**src/rtl/seg_pkg.sv**
```systemverilog
// Shared constants for the seven-segment bank: active-low glyphs (bit6=a .. bit0=g)
// and the scroller state encoding.
package seg_pkg;

  localparam logic [6:0] BLANK   = 7'h7F;

  localparam logic [6:0] GLYPH_0 = 7'b0000001;
  localparam logic [6:0] GLYPH_1 = 7'b1001111;
  localparam logic [6:0] GLYPH_2 = 7'b0010010;
  localparam logic [6:0] GLYPH_3 = 7'b0000110;
  localparam logic [6:0] GLYPH_4 = 7'b1001100;
  localparam logic [6:0] GLYPH_5 = 7'b0100100;
  localparam logic [6:0] GLYPH_6 = 7'b0100000;
  localparam logic [6:0] GLYPH_7 = 7'b0001111;
  localparam logic [6:0] GLYPH_8 = 7'b0000000;
  localparam logic [6:0] GLYPH_9 = 7'b0000100;
  localparam logic [6:0] GLYPH_H = 7'b1001000;
  localparam logic [6:0] GLYPH_E = 7'b0110000;
  localparam logic [6:0] GLYPH_L = 7'b1110001;
  localparam logic [6:0] GLYPH_O = 7'b0000001;
  localparam logic [6:0] GLYPH_P = 7'b0011000;

  typedef enum logic [1:0] {
    ST_IDLE,
    ST_SCROLL,
    ST_DRAIN,
    ST_DONE
  } state_t;

endpackage

```
**src/rtl/seg_tick_gen.sv**
```systemverilog
// Shift prescaler: down-counter reloaded with DIV-1, pulses tick on terminal count.
// clear restarts the period, hold freezes the count, run gates counting entirely.
// DIV = 0 never ticks.
module seg_tick_gen #(
  parameter int DIV = 25_000_000
) (
  input  logic clk,
  input  logic reset,
  input  logic clear,
  input  logic hold,
  input  logic run,
  output logic tick
);

  localparam int CW = (DIV > 1) ? $clog2(DIV) : 1;
  localparam logic [CW-1:0] RELOAD = CW'((DIV > 0) ? DIV - 1 : 0);
  localparam logic ENABLED = (DIV > 0);

  logic [CW-1:0] cnt_q;
  logic          counting;

  assign counting = run & ~hold & ~clear;
  assign tick     = ENABLED & counting & (cnt_q == '0);

  // count down while running and not held; reload on terminal count or clear
  always_ff @(posedge clk) begin
    if (reset || clear) begin
      cnt_q <= RELOAD;
    end else if (counting) begin
      if (cnt_q == '0) cnt_q <= RELOAD;
      else             cnt_q <= cnt_q - CW'(1);
    end
  end

endmodule

```
**src/rtl/seg_message_scroller.sv**
```systemverilog
// Scrolling-message engine: shifts a buffered message across NUM_DIGITS
// seven-segment digits on prescaler ticks or manual steps.
//
// state     | meaning
// ----------+---------------------------------------------------------
// ST_IDLE   | after reset, display blank, waiting for start
// ST_SCROLL | feeding buffer[pos] into the entry digit on each shift
// ST_DRAIN  | feeding blanks (GAP in loop mode, NUM_DIGITS in one-shot)
// ST_DONE   | one-shot finished, display held blank until start
module seg_message_scroller
  import seg_pkg::*;
#(
  parameter  int NUM_DIGITS = 8,
  parameter  int MSG_MAX    = 16,
  parameter  int TICK_DIV   = 25_000_000,
  parameter  int GAP        = 3,
  localparam int AW         = $clog2(MSG_MAX)
) (
  input  logic                    CLOCK_50,
  input  logic                    reset,
  input  logic                    wr_en,
  input  logic [AW-1:0]           wr_addr,
  input  logic [6:0]              wr_data,
  input  logic [AW:0]             msg_len,
  input  logic                    start,
  input  logic                    pause,
  input  logic                    step,
  input  logic                    dir,
  input  logic                    loop,
  output logic [7*NUM_DIGITS-1:0] hex,
  output logic [AW-1:0]           pos,
  output logic                    busy,
  output logic                    done
);

  localparam int DMAX = (GAP > NUM_DIGITS) ? GAP : NUM_DIGITS;
  localparam int DW   = $clog2(DMAX + 1);
  localparam logic [AW:0] LEN_MAX  = (AW + 1)'(MSG_MAX);
  localparam logic [AW:0] LEN_ONE  = (AW + 1)'(1);
  localparam logic [DW-1:0] GAP_N  = DW'(GAP);
  localparam logic [DW-1:0] DRAIN_N = DW'(NUM_DIGITS);

  state_t        state_q, state_d;
  logic [6:0]    msg_buf [MSG_MAX];
  logic [6:0]    disp_q  [NUM_DIGITS];
  logic [6:0]    disp_d  [NUM_DIGITS];
  logic [AW-1:0] pos_q, pos_d;
  logic [AW:0]   len_q, len_d, len_in;
  logic [DW-1:0] drain_q, drain_d, drain_inc;
  logic          tick, adv, shift, clr;
  logic [6:0]    feed;

  assign busy      = (state_q == ST_SCROLL) || (state_q == ST_DRAIN);
  assign done      = (state_q == ST_DONE);
  assign pos       = pos_q;
  assign adv       = (tick | step) & ~pause & busy;
  assign len_in    = (msg_len > LEN_MAX) ? LEN_MAX : msg_len;
  assign drain_inc = drain_q + DW'(1);

  seg_tick_gen #(.DIV(TICK_DIV)) u_tick (
    .clk   (CLOCK_50),
    .reset (reset),
    .clear (start),
    .hold  (pause),
    .run   (busy),
    .tick  (tick)
  );

  // message buffer: synchronous write, combinational read (fetch sees old data)
  always_ff @(posedge CLOCK_50) begin
    if (reset) begin
      for (int i = 0; i < MSG_MAX; i++) msg_buf[i] <= BLANK;
    end else if (wr_en) begin
      msg_buf[wr_addr] <= wr_data;
    end
  end

  // state and sequencing registers
  always_ff @(posedge CLOCK_50) begin
    if (reset) begin
      state_q <= ST_IDLE;
      pos_q   <= '0;
      len_q   <= '0;
      drain_q <= '0;
    end else begin
      state_q <= state_d;
      pos_q   <= pos_d;
      len_q   <= len_d;
      drain_q <= drain_d;
    end
  end

  // next state, fetch pointer and feed selection; start outranks any shift
  always_comb begin
    state_d = state_q;
    pos_d   = pos_q;
    len_d   = len_q;
    drain_d = drain_q;
    shift   = 1'b0;
    clr     = 1'b0;
    feed    = BLANK;
    if (start) begin
      clr     = 1'b1;
      pos_d   = '0;
      drain_d = '0;
      len_d   = len_in;
      state_d = (len_in == '0) ? ST_DONE : ST_SCROLL;
    end else if (adv) begin
      unique case (state_q)
        ST_SCROLL: begin
          shift = 1'b1;
          feed  = msg_buf[pos_q];
          pos_d = pos_q + AW'(1);
          if ({1'b0, pos_q} == len_q - LEN_ONE) begin
            drain_d = '0;
            if (loop && GAP == 0) begin
              pos_d   = '0;
              state_d = ST_SCROLL;
            end else begin
              state_d = ST_DRAIN;
            end
          end
        end
        ST_DRAIN: begin
          shift   = 1'b1;
          feed    = BLANK;
          drain_d = drain_inc;
          if (loop && drain_inc >= GAP_N) begin
            pos_d   = '0;
            drain_d = '0;
            state_d = ST_SCROLL;
          end else if (!loop && drain_inc >= DRAIN_N) begin
            state_d = ST_DONE;
          end
        end
        default: ;
      endcase
    end
  end

  // display shift: entry digit takes the feed, the rest take their neighbour
  always_comb begin
    for (int k = 0; k < NUM_DIGITS; k++) disp_d[k] = disp_q[k];
    if (clr) begin
      for (int k = 0; k < NUM_DIGITS; k++) disp_d[k] = BLANK;
    end else if (shift) begin
      if (!dir) begin
        disp_d[0] = feed;
        for (int k = 1; k < NUM_DIGITS; k++) disp_d[k] = disp_q[k-1];
      end else begin
        for (int k = 0; k < NUM_DIGITS - 1; k++) disp_d[k] = disp_q[k+1];
        disp_d[NUM_DIGITS-1] = feed;
      end
    end
  end

  // display register
  always_ff @(posedge CLOCK_50) begin
    if (reset) begin
      for (int k = 0; k < NUM_DIGITS; k++) disp_q[k] <= BLANK;
    end else begin
      for (int k = 0; k < NUM_DIGITS; k++) disp_q[k] <= disp_d[k];
    end
  end

  for (genvar g = 0; g < NUM_DIGITS; g++) begin : g_hex
    assign hex[7*g +: 7] = disp_q[g];
  end

endmodule
```
**config.mk**
```make
export PLATFORM = sky130hd
export DESIGN_NAME = seg_message_scroller
export DESIGN_NICKNAME = d
export VERILOG_FILES = /design/src/rtl/seg_pkg.sv /design/src/rtl/seg_tick_gen.sv /design/src/rtl/seg_message_scroller.sv
export SDC_FILE = /design/constraint.sdc
export NUM_CORES = 1
export LEC_CHECK = 0
export CORE_MARGIN = 2
export CORE_UTILIZATION = 60
export CTS_BUF_LIST = sky130_fd_sc_hd__clkbuf_16
export CTS_CLUSTER_SIZE = 24
export DETAILED_ROUTE_END_ITERATION = 10
export PLACE_DENSITY = 0.9
export SLEW_MARGIN = 20
export SYNTH_ARGS = -nofsm -noshare
export SYNTH_HDL_FRONTEND = slang
export SYNTH_SLANG_ARGS = --single-unit
```
**constraint.sdc**
```tcl
create_clock -name CLOCK_50 -period 7.8 [get_ports CLOCK_50]
set_clock_uncertainty 0.05 [all_clocks]
set_input_delay 1.95 -clock CLOCK_50 [delete_from_list [all_inputs] [get_ports CLOCK_50]]
set_output_delay 1.95 -clock CLOCK_50 [all_outputs]
set_load 0.05 [all_outputs]
```
== Word level (Yosys, flattened, before mapping) ==
Memory sizes are Yosys's and may differ from the RTL's. A register that Yosys moved wholly into a read port is not among the register bits.
Index checks and enable logic that the tools add are counted.

* Add/sub/neg operators: 4
* $lt $le $gt $ge: 3
* Equality and inequality tests: 8
* Multiplexer cells: 43
* Bitwise gates (word level): 16
* Reductions and logical operators: 16

{| class="wikitable"
|+ Operators with widths
! cell !! count
|-
| 2-to-1 mux 56 bit || 3
|-
| 2-to-1 mux 7 bit || 12
|-
| logical NOT 25 bit || 1
|-
| 2-to-1 mux 25 bit || 1
|-
| subtractor 25 x 1 -> 25 bit (second input constant) || 1
|-
| 2-to-1 mux 4 bit || 6
|-
| case mux 4 bit (2 select lines) || 2
|-
| 2-to-1 mux 2 bit || 6
|-
| 2-to-1 mux 1 bit || 11
|-
| OR 1 bit || 9
|-
| adder 4 x 1 -> 4 bit (second input constant) || 2
|-
| OR reduction 7 bit || 1
|-
| AND reduction 3 bit || 2
|-
| bitwise AND 1 bit || 5
|-
| == test 4 x 5 -> 1 bit || 1
|-
| greater-than comparator 5 bit (second input constant) || 1
|-
| logical NOT 5 bit || 1
|-
| 2-to-1 mux 5 bit || 1
|-
| subtractor 5 x 1 -> 5 bit (second input constant) || 1
|-
| == test 2 bit (second input constant) || 2
|-
| >= comparator 4 x 2 -> 1 bit (second input constant) || 1
|-
| >= comparator 4 bit (second input constant) || 1
|-
| inequality test 2 x 1 -> 1 bit (second input constant) || 2
|-
| inequality test 4 x 2 -> 1 bit (second input constant) || 1
|-
| 11 further kinds || 16
|}

* Register bits after elaboration: 40
* RAM bits: 168
* Word-level logic and storage cells: 97
* Memories kept: 2

{| class="wikitable"
|+ Memory list
! memory !! words !! width !! read ports !! clocked after memory_dff !! wr ports !! RTL line !! RTL
|-
| msg_buf || 16 || 7 || 1 || 1 || 16 || seg_message_scroller.sv:44 || <nowiki>logic [6:0] msg_buf [MSG_MAX];</nowiki>
|-
| disp_q || 8 || 7 || 8 || 0 || 8 || seg_message_scroller.sv:45 || <nowiki>logic [6:0] disp_q [NUM_DIGITS];</nowiki>
|}

== Logic depth before layout (Yosys ltp) ==
Gate-level depths: netlist of run 1.

* Depth after elaboration: 14
* Depth in mapped cells: 10

== Cells and area by module ==
A second synthesis of run 1 with hierarchy kept.

* Cells, all modules: 843
* Area total of the unflattened synthesis: 10022.1 um^2

{| class="wikitable"
|+ By module, submodules not included
! module !! instances !! cells each !! area an instance (um^2)
|-
| seg_message_scroller || 1 || 708 || 8818.5
|-
| seg_tick_gen || 1 || 135 || 1203.7
|}

== Worst setup path before layout of run 1 ==
Ideal clock, no wire load.

* Path type: input to register
* Start: in start
* End: reg drain_q[2]
* Setup time: 117 ps
* Arrival: 3697 ps
* Setup slack: 3935 ps
* Stages on the path: 7
* Cell sequence: or3_1 -> or4_1 -> buf_6 -> o21a_4 -> a21oi_4 -> o21ai_1 -> a32o_1

* Longest elaborated chain between the ends: 7
* Elaborated cells between the ends (all ways): 8

{| class="wikitable"
|+ RTL lines
! element !! RTL line !! RTL
|-
| start: declaration || seg_message_scroller.sv:25 || <nowiki>input logic start,</nowiki>
|-
| inverter 1 bit || seg_tick_gen.sv:22 || <nowiki>assign counting = run & ~hold & ~clear;</nowiki>
|-
| bitwise AND 1 bit || seg_tick_gen.sv:22 ||
|-
| bitwise AND 1 bit || seg_tick_gen.sv:23 || <nowiki>assign tick = ENABLED & counting & (cnt_q == '0);</nowiki>
|-
| OR 1 bit || seg_message_scroller.sv:56 || <nowiki>assign adv = (tick | step) & ~pause & busy;</nowiki>
|-
| bitwise AND 1 bit (2 in a row) || seg_message_scroller.sv:56 ||
|-
| AND reduction 3 bit (no source line) || -- ||
|-
| end signal: assignment || seg_message_scroller.sv:89 || <nowiki>drain_q <= drain_d;</nowiki>
|-
| end: declaration || seg_message_scroller.sv:49 || <nowiki>logic [DW-1:0] drain_q, drain_d, drain_inc;</nowiki>
|}

Parallel ways exist; a longest one is shown, timed or not.
A chain may end at the register's enable or synchronous reset.

== Worst setup path in the final report of run 1 ==
Ends and elaborated chain as after synthesis.

==> results.sh, run 1 <==
export IMPL_hold_class="reg -> reg"
export IMPL_diodes=0
export IMPL_max_freq_ghz=0.215
export IMPL_multi_input_area_sq_mm=0.00419
export IMPL_regToRegStartpoint="state_q[0]$_SDFFE_PP0P_"
export IMPL_crit_type="in -> reg"
export IMPL_dr_first_iter_drc_count=619
export IMPL_postCtsSetupBuffers=0
export IMPL_cp_start_kind="input pin"
export IMPL_post_route_drc_count=0
export IMPL_final_min_clock_period_ns=4.64
export IMPL_critPathMaxFanout=58
export IMPL_utilization=0.719
export IMPL_clkSlewWorstSetupHoldPaths_ns=0.06
export IMPL_post_drt_wl_per_cell_um=19.8
export IMPL_clk_latency_ns=0.51
export IMPL_layout_common_cells="edfxtp_1, dfxtp_1, clkdlybuf4s50_1"
export IMPL_drt_pass1_iterations=5
export IMPL_synth_top_cells_by_area="edfxtp_1, dfxtp_1, mux4_2"
export IMPL_synth_fp_nets=871
export IMPL_row_count=46
export IMPL_io_pins=86
export IMPL_tns_ns=0
export IMPL_drtAntennaViolNets=0
export IMPL_crit_path_end_kind="register"
export IMPL_dp_hpwl_um=14500
export IMPL_nets=939
export IMPL_synth_edf_count=112
export IMPL_synth_seq_cells=212
export IMPL_numCtsBuffers=22
export IMPL_syn_area_sq_mm=0.00979
export IMPL_final_common_cell="edfxtp_1"
export IMPL_rsz0062_at_grt="false"
export IMPL_yosysSeqAreaShare=0.548
export IMPL_synth_area_leader_cell="edfxtp_1"
export IMPL_synth_top_area_frac=0.344
export IMPL_clkSinkCount=212
export IMPL_cts_root_buffer="clkbuf_16"
export IMPL_antenna_found_initial=0
export IMPL_dieArea_sq_mm=0.0174
export IMPL_critPathArrivalTime_ns=4.98
export IMPL_grt_overflow=0
export IMPL_yosys_warnings=0
export IMPL_grt_max_degree=71
export IMPL_clk_path_buf_depth=3
export IMPL_cts_tree="yes"
export IMPL_tightest_slew_ns=0.920
export IMPL_max_cap_violations=0
export IMPL_fin_crit_sh=0.595
export IMPL_track_usage=0.263
export IMPL_cts_resized_gates=0
export IMPL_drv_slew=0
export IMPL_grt_pass1_wl_um=36600
export IMPL_synthCells=839
export IMPL_routed_wl_um=22500
export IMPL_postCtsHoldBufs=0
export IMPL_vias_per_cell=6.06
export IMPL_power_uw=2370
export IMPL_core_sq_mm=0.0159
export IMPL_holdCritStartpoint="u_tick.cnt_q[24]$_SDFFE_PP1N_"
export IMPL_drive_above_1_share=0.176
export IMPL_leakage_uw=0.00381
export IMPL_initial_core_util=0.614
export IMPL_die_w_um=132
export IMPL_fp_dieH_um=132
export IMPL_vias=6891
export IMPL_finalSetupViolCount=0
export IMPL_regArea_sq_mm=0.00537
export IMPL_async_flop_share=0
export IMPL_io_buffers=85
export IMPL_avgSynthCellArea_sq_um=11.7
export IMPL_cts_max_level=1
export IMPL_syn2layout_area_growth_pct=17.1
export IMPL_peakVddDrop_v=0.000179
export IMPL_grt_pass1_vias=6738
export IMPL_critPathRequiredTime_ns=8.14
export IMPL_ys_flop_type="edfxtp_1"
export IMPL_relSlewSlack=0.386
export IMPL_gp_congestion=0.803
export IMPL_fillCellCount=1039
export IMPL_status="completed"
export IMPL_power_density_mw_per_mm2=207
export IMPL_synth_cell_type_count=50
export IMPL_hold_viol_final=0
export IMPL_startpoint="start"
[metal layers]
metal,part of all wire,vias to the layer above,GRT usage
met5,0,-,0
met4,0.025,0,0.0707
met3,0.051,44,0.0381
met2,0.52,240,0.465
met1,0.41,3409,0.341
li1,-,3198,-
[area by class of cell]
class                      instances  share of cell area
clock buffer                      24              0.0524
clock inverter                    15             0.00557
inverter                          10             0.00327
multi-input combinational        568               0.365
sequential                       212               0.468
tap                              216              0.0236
timing repair buffer              93              0.0814
[Yosys cell counts (10+ instances only)]
cell and instances:
nor3_1 16, nor3b_1 12, edfxtp_1 112, xnor2_1 14, o31ai_1 14, nor4_1 13, clkbuf_1 30, xor2_1 13
or2_2 77, nand2_1 38, dfxtp_1 100, inv_1 10, o21ai_0 48, nor2b_1 15, a21oi_1 65, mux2i_1 47
nor2_1 34, nand2b_1 54, or3_1 11, mux4_2 35
[metrics by stage]
step | hold WS [ns] | setup WS [ns] | std cells | cell area, sq um
final | 0.450 | 3.16 | 1138 | 11500
after global routing | 0.488 | 3.02 | 1138 | 11500
after CTS | 0.450 | 3.19 | 1138 | 11500
after detailed placement | 0.433 | 2.66 | 1099 | 10800
after global placement | 0.429 | 2.71 | 1097 | 10800
after floorplan | 0.410 | 3.94 | 839 | 9790
[worst paths after layout]
path              depth (start not counted)  slack (ns)                             to
setup / recovery                          7        3.16        drain_q[2]$_SDFFE_PP0P_
hold / removal                            2        0.45  u_tick.cnt_q[24]$_SDFFE_PP1N_
hold reg to reg                           2        0.45  u_tick.cnt_q[24]$_SDFFE_PP1N_
setup reg to reg                          8        4.58        drain_q[2]$_SDFFE_PP0P_
[sequential cells by signal (all words and copies together), names as in the netlist, named ones only]
name          flops
state_q           2
u_tick.cnt_q     25
msg_buf         112
len_q             5
pos               4
drain_q           4
disp_q           56
[critical path, cell delays in order]
cell and delay, ns:
clkdlybuf4s50_1 0.66, or3_1 0.47, or4_1 0.68, o21a_4 0.49
a21oi_4 0.33, o21ai_1 0.13, a32o_1 0.27
[cells by family (layout without fill, tap and decap cells)]
group / count (synthesis) / after routing / share of synthesized area
AO/OA/AOI/OAI: 152 / 152 / 0.0895
buffers and inverters: 59 / 142 / 0.0259
AND/OR/NAND/NOR: 299 / 299 / 0.174
XOR/XNOR: 27 / 27 / 0.0242
multiplexers: 82 / 82 / 0.129
adder cells (fa/ha/maj): 8 / 8 / 0.0102
flip-flops: 212 / 212 / 0.548
[power by group]
part | total [uW] | switching (uW) | internal, uW
combinational | 162 | 98.6 | 63.6
clock | 973 | 423 | 550
sequential | 1230 | 20.4 | 1210
total | 2370 | 542 | 1830
Note: power is estimated with default switching activity, not from simulation.
==> inputs of run 2 (changes only) <==
CORE_UTILIZATION = 52   (was 60)
PLACE_DENSITY = 0.84   (was 0.9)
clock period = 4.15 ns   (was 7.8 ns; I/O delays follow)
==> results.sh, run 2 (synthesized netlist as in run 1, its figures left out) <==
export IMPL_crit_path_end_kind="output pin"
export IMPL_cts_max_level=1
export IMPL_leakage_uw=0.00381
export IMPL_clkSinkCount=212
export IMPL_track_usage=0.220
export IMPL_post_drt_wl_per_cell_um=18.7
export IMPL_antenna_found_initial=1
export IMPL_finalSetupViolCount=0
export IMPL_vias=6723
export IMPL_grt_pass1_wl_um=35000
export IMPL_nets=949
export IMPL_max_freq_ghz=0.305
export IMPL_rsz0062_at_grt="false"
export IMPL_postCtsSetupBuffers=0
export IMPL_cp_common_cell="inv_1"
export IMPL_dr_first_iter_drc_count=544
export IMPL_numCtsBuffers=23
export IMPL_die_w_um=141
export IMPL_max_cap_violations=0
export IMPL_final_min_clock_period_ns=3.28
export IMPL_row_count=50
export IMPL_clkSlewWorstSetupHoldPaths_ns=0.06
export IMPL_crit_family="buffers and inverters"
export IMPL_cts_tree="yes"
export IMPL_final_common_cell="edfxtp_1"
export IMPL_core_sq_mm=0.0186
export IMPL_cts_root_buffer="clkbuf_16"
export IMPL_layout_common_cells="edfxtp_1, dfxtp_1, clkdlybuf4s50_1"
export IMPL_grt_pass1_vias=6504
export IMPL_hold_class="reg -> reg"
export IMPL_slowest_delay_ns=0.79
export IMPL_dp_hpwl_um=14800
export IMPL_regArea_sq_mm=0.00537
export IMPL_multi_input_area_sq_mm=0.00418
export IMPL_clk_path_buf_depth=3
export IMPL_tightest_slew_ns=0.941
export IMPL_vias_per_cell=5.77
export IMPL_worst_path_buf_inv=3
export IMPL_gp_congestion=0.817
export IMPL_cp_cell_sequence="inv_1 -> ha_1 -> inv_1 -> clkdlybuf4s50_1"
export IMPL_dieArea_sq_mm=0.0199
export IMPL_drt_pass1_iterations=5
export IMPL_initial_core_util=0.527
export IMPL_critPathRequiredTime_ns=3.06
export IMPL_cp_start_kind="register"
export IMPL_routed_wl_um=21700
export IMPL_peakVddDrop_v=0.000367
export IMPL_drtAntennaViolNets=0
export IMPL_clk_latency_ns=0.51
export IMPL_postCtsHoldBufs=0
export IMPL_fillCellCount=1412
export IMPL_top_regs="msg_buf x112, disp_q x56, u_tick.cnt_q x25"
export IMPL_slowest_stage="clkdlybuf4s50_1"
export IMPL_post_route_drc_count=0
export IMPL_io_buffers=85
export IMPL_fin_crit_sh=0.790
export IMPL_worst_slack_ns=0.870
export IMPL_crit_type="reg -> out"
export IMPL_drv_slew=0
export IMPL_tns_ns=0
export IMPL_cts_resized_gates=0
export IMPL_drive_above_1_share=0.181
export IMPL_grt_max_degree=58
export IMPL_dp_slack_ns=0.404
export IMPL_power_density_mw_per_mm2=384
export IMPL_critPathArrivalTime_ns=2.19
export IMPL_io_pins=86
export IMPL_largest_register_ffs=112
export IMPL_syn2layout_area_growth_pct=17.5
export IMPL_status="completed"
export IMPL_hold_viol_final=0
export IMPL_fp_dieH_um=141
export IMPL_relSlewSlack=0.370
export IMPL_top_register="msg_buf"
export IMPL_grt_overflow=0
export IMPL_critPathMaxFanout=4
[run 2: changes by cell type in the layout (fill, tap and decap cells not counted), sizes merged]
cell and change:
diode +1, clkbuf -1, inv -2, clkinv +2
buf +9
[run 2: worst min-delay path: stages (launching register included)]
cell and delay [ns]:
dfxtp_1 0.34, xor2_1 0.08, nand2_1 0.06
[run 2: stage by stage]
step | cell area [sq um] | instances | utilization | hold slack (ns) | power, uW
detailed placement | 10900 | 1126 | 0.584 | 0.434 | 2670
CTS | 11500 | 1164 | 0.619 | 0.450 | 4430
global placement | 10900 | 1126 | 0.584 | 0.430 | 2660
floorplan | 9790 | 839 | - | 0.410 | 2550
global route | 11500 | 1164 | 0.619 | 0.480 | 4550
finish | 11500 | 1165 | 0.619 | 0.456 | 4420
[run 2: path summary, 6_finish.rpt]
path                            slack (ns)  cells past startpoint                           from                            end
worst max-delay path                  0.87                      4        state_q[0]$_SDFFE_PP0P_                           busy
worst min-delay path                  0.46                      2  u_tick.cnt_q[24]$_SDFFE_PP1N_  u_tick.cnt_q[24]$_SDFFE_PP1N_
worst max register to register        1.08                      8        state_q[0]$_SDFFE_PP0P_     disp_q[1][21]$_SDFFE_PP1P_
worst min register to register        0.46                      2  u_tick.cnt_q[24]$_SDFFE_PP1N_  u_tick.cnt_q[24]$_SDFFE_PP1N_
[run 2: routing by layer]
layer,vias up,wire length (um),share of wire,GRT usage
li1,3209,-,-,-
met1,3260,9360,0.43,0.297
met2,208,10400,0.48,0.362
met3,46,1260,0.058,0.0387
met4,0,688,0.032,0.0758
met5,-,0,0,0
[run 2: power by group]
part | leakage (uW) | internal [uW] | switching (uW)
Combinational | 0.00155 | 121 | 185
Sequential | 0.00194 | 2280 | 36.5
Clock | 0.000327 | 997 | 793
[run 2: cell type report]
| class | instances | area share |
|---|---|---|
| timing repair buffer | 102 | 0.0847 |
| multi-input combinational | 568 | 0.364 |
| inverter | 10 | 0.00326 |
| sequential | 212 | 0.467 |
| antenna | 1 | 0.000218 |
| clock inverter | 15 | 0.00577 |
| tap | 234 | 0.0255 |
| clock buffer | 23 | 0.0501 |
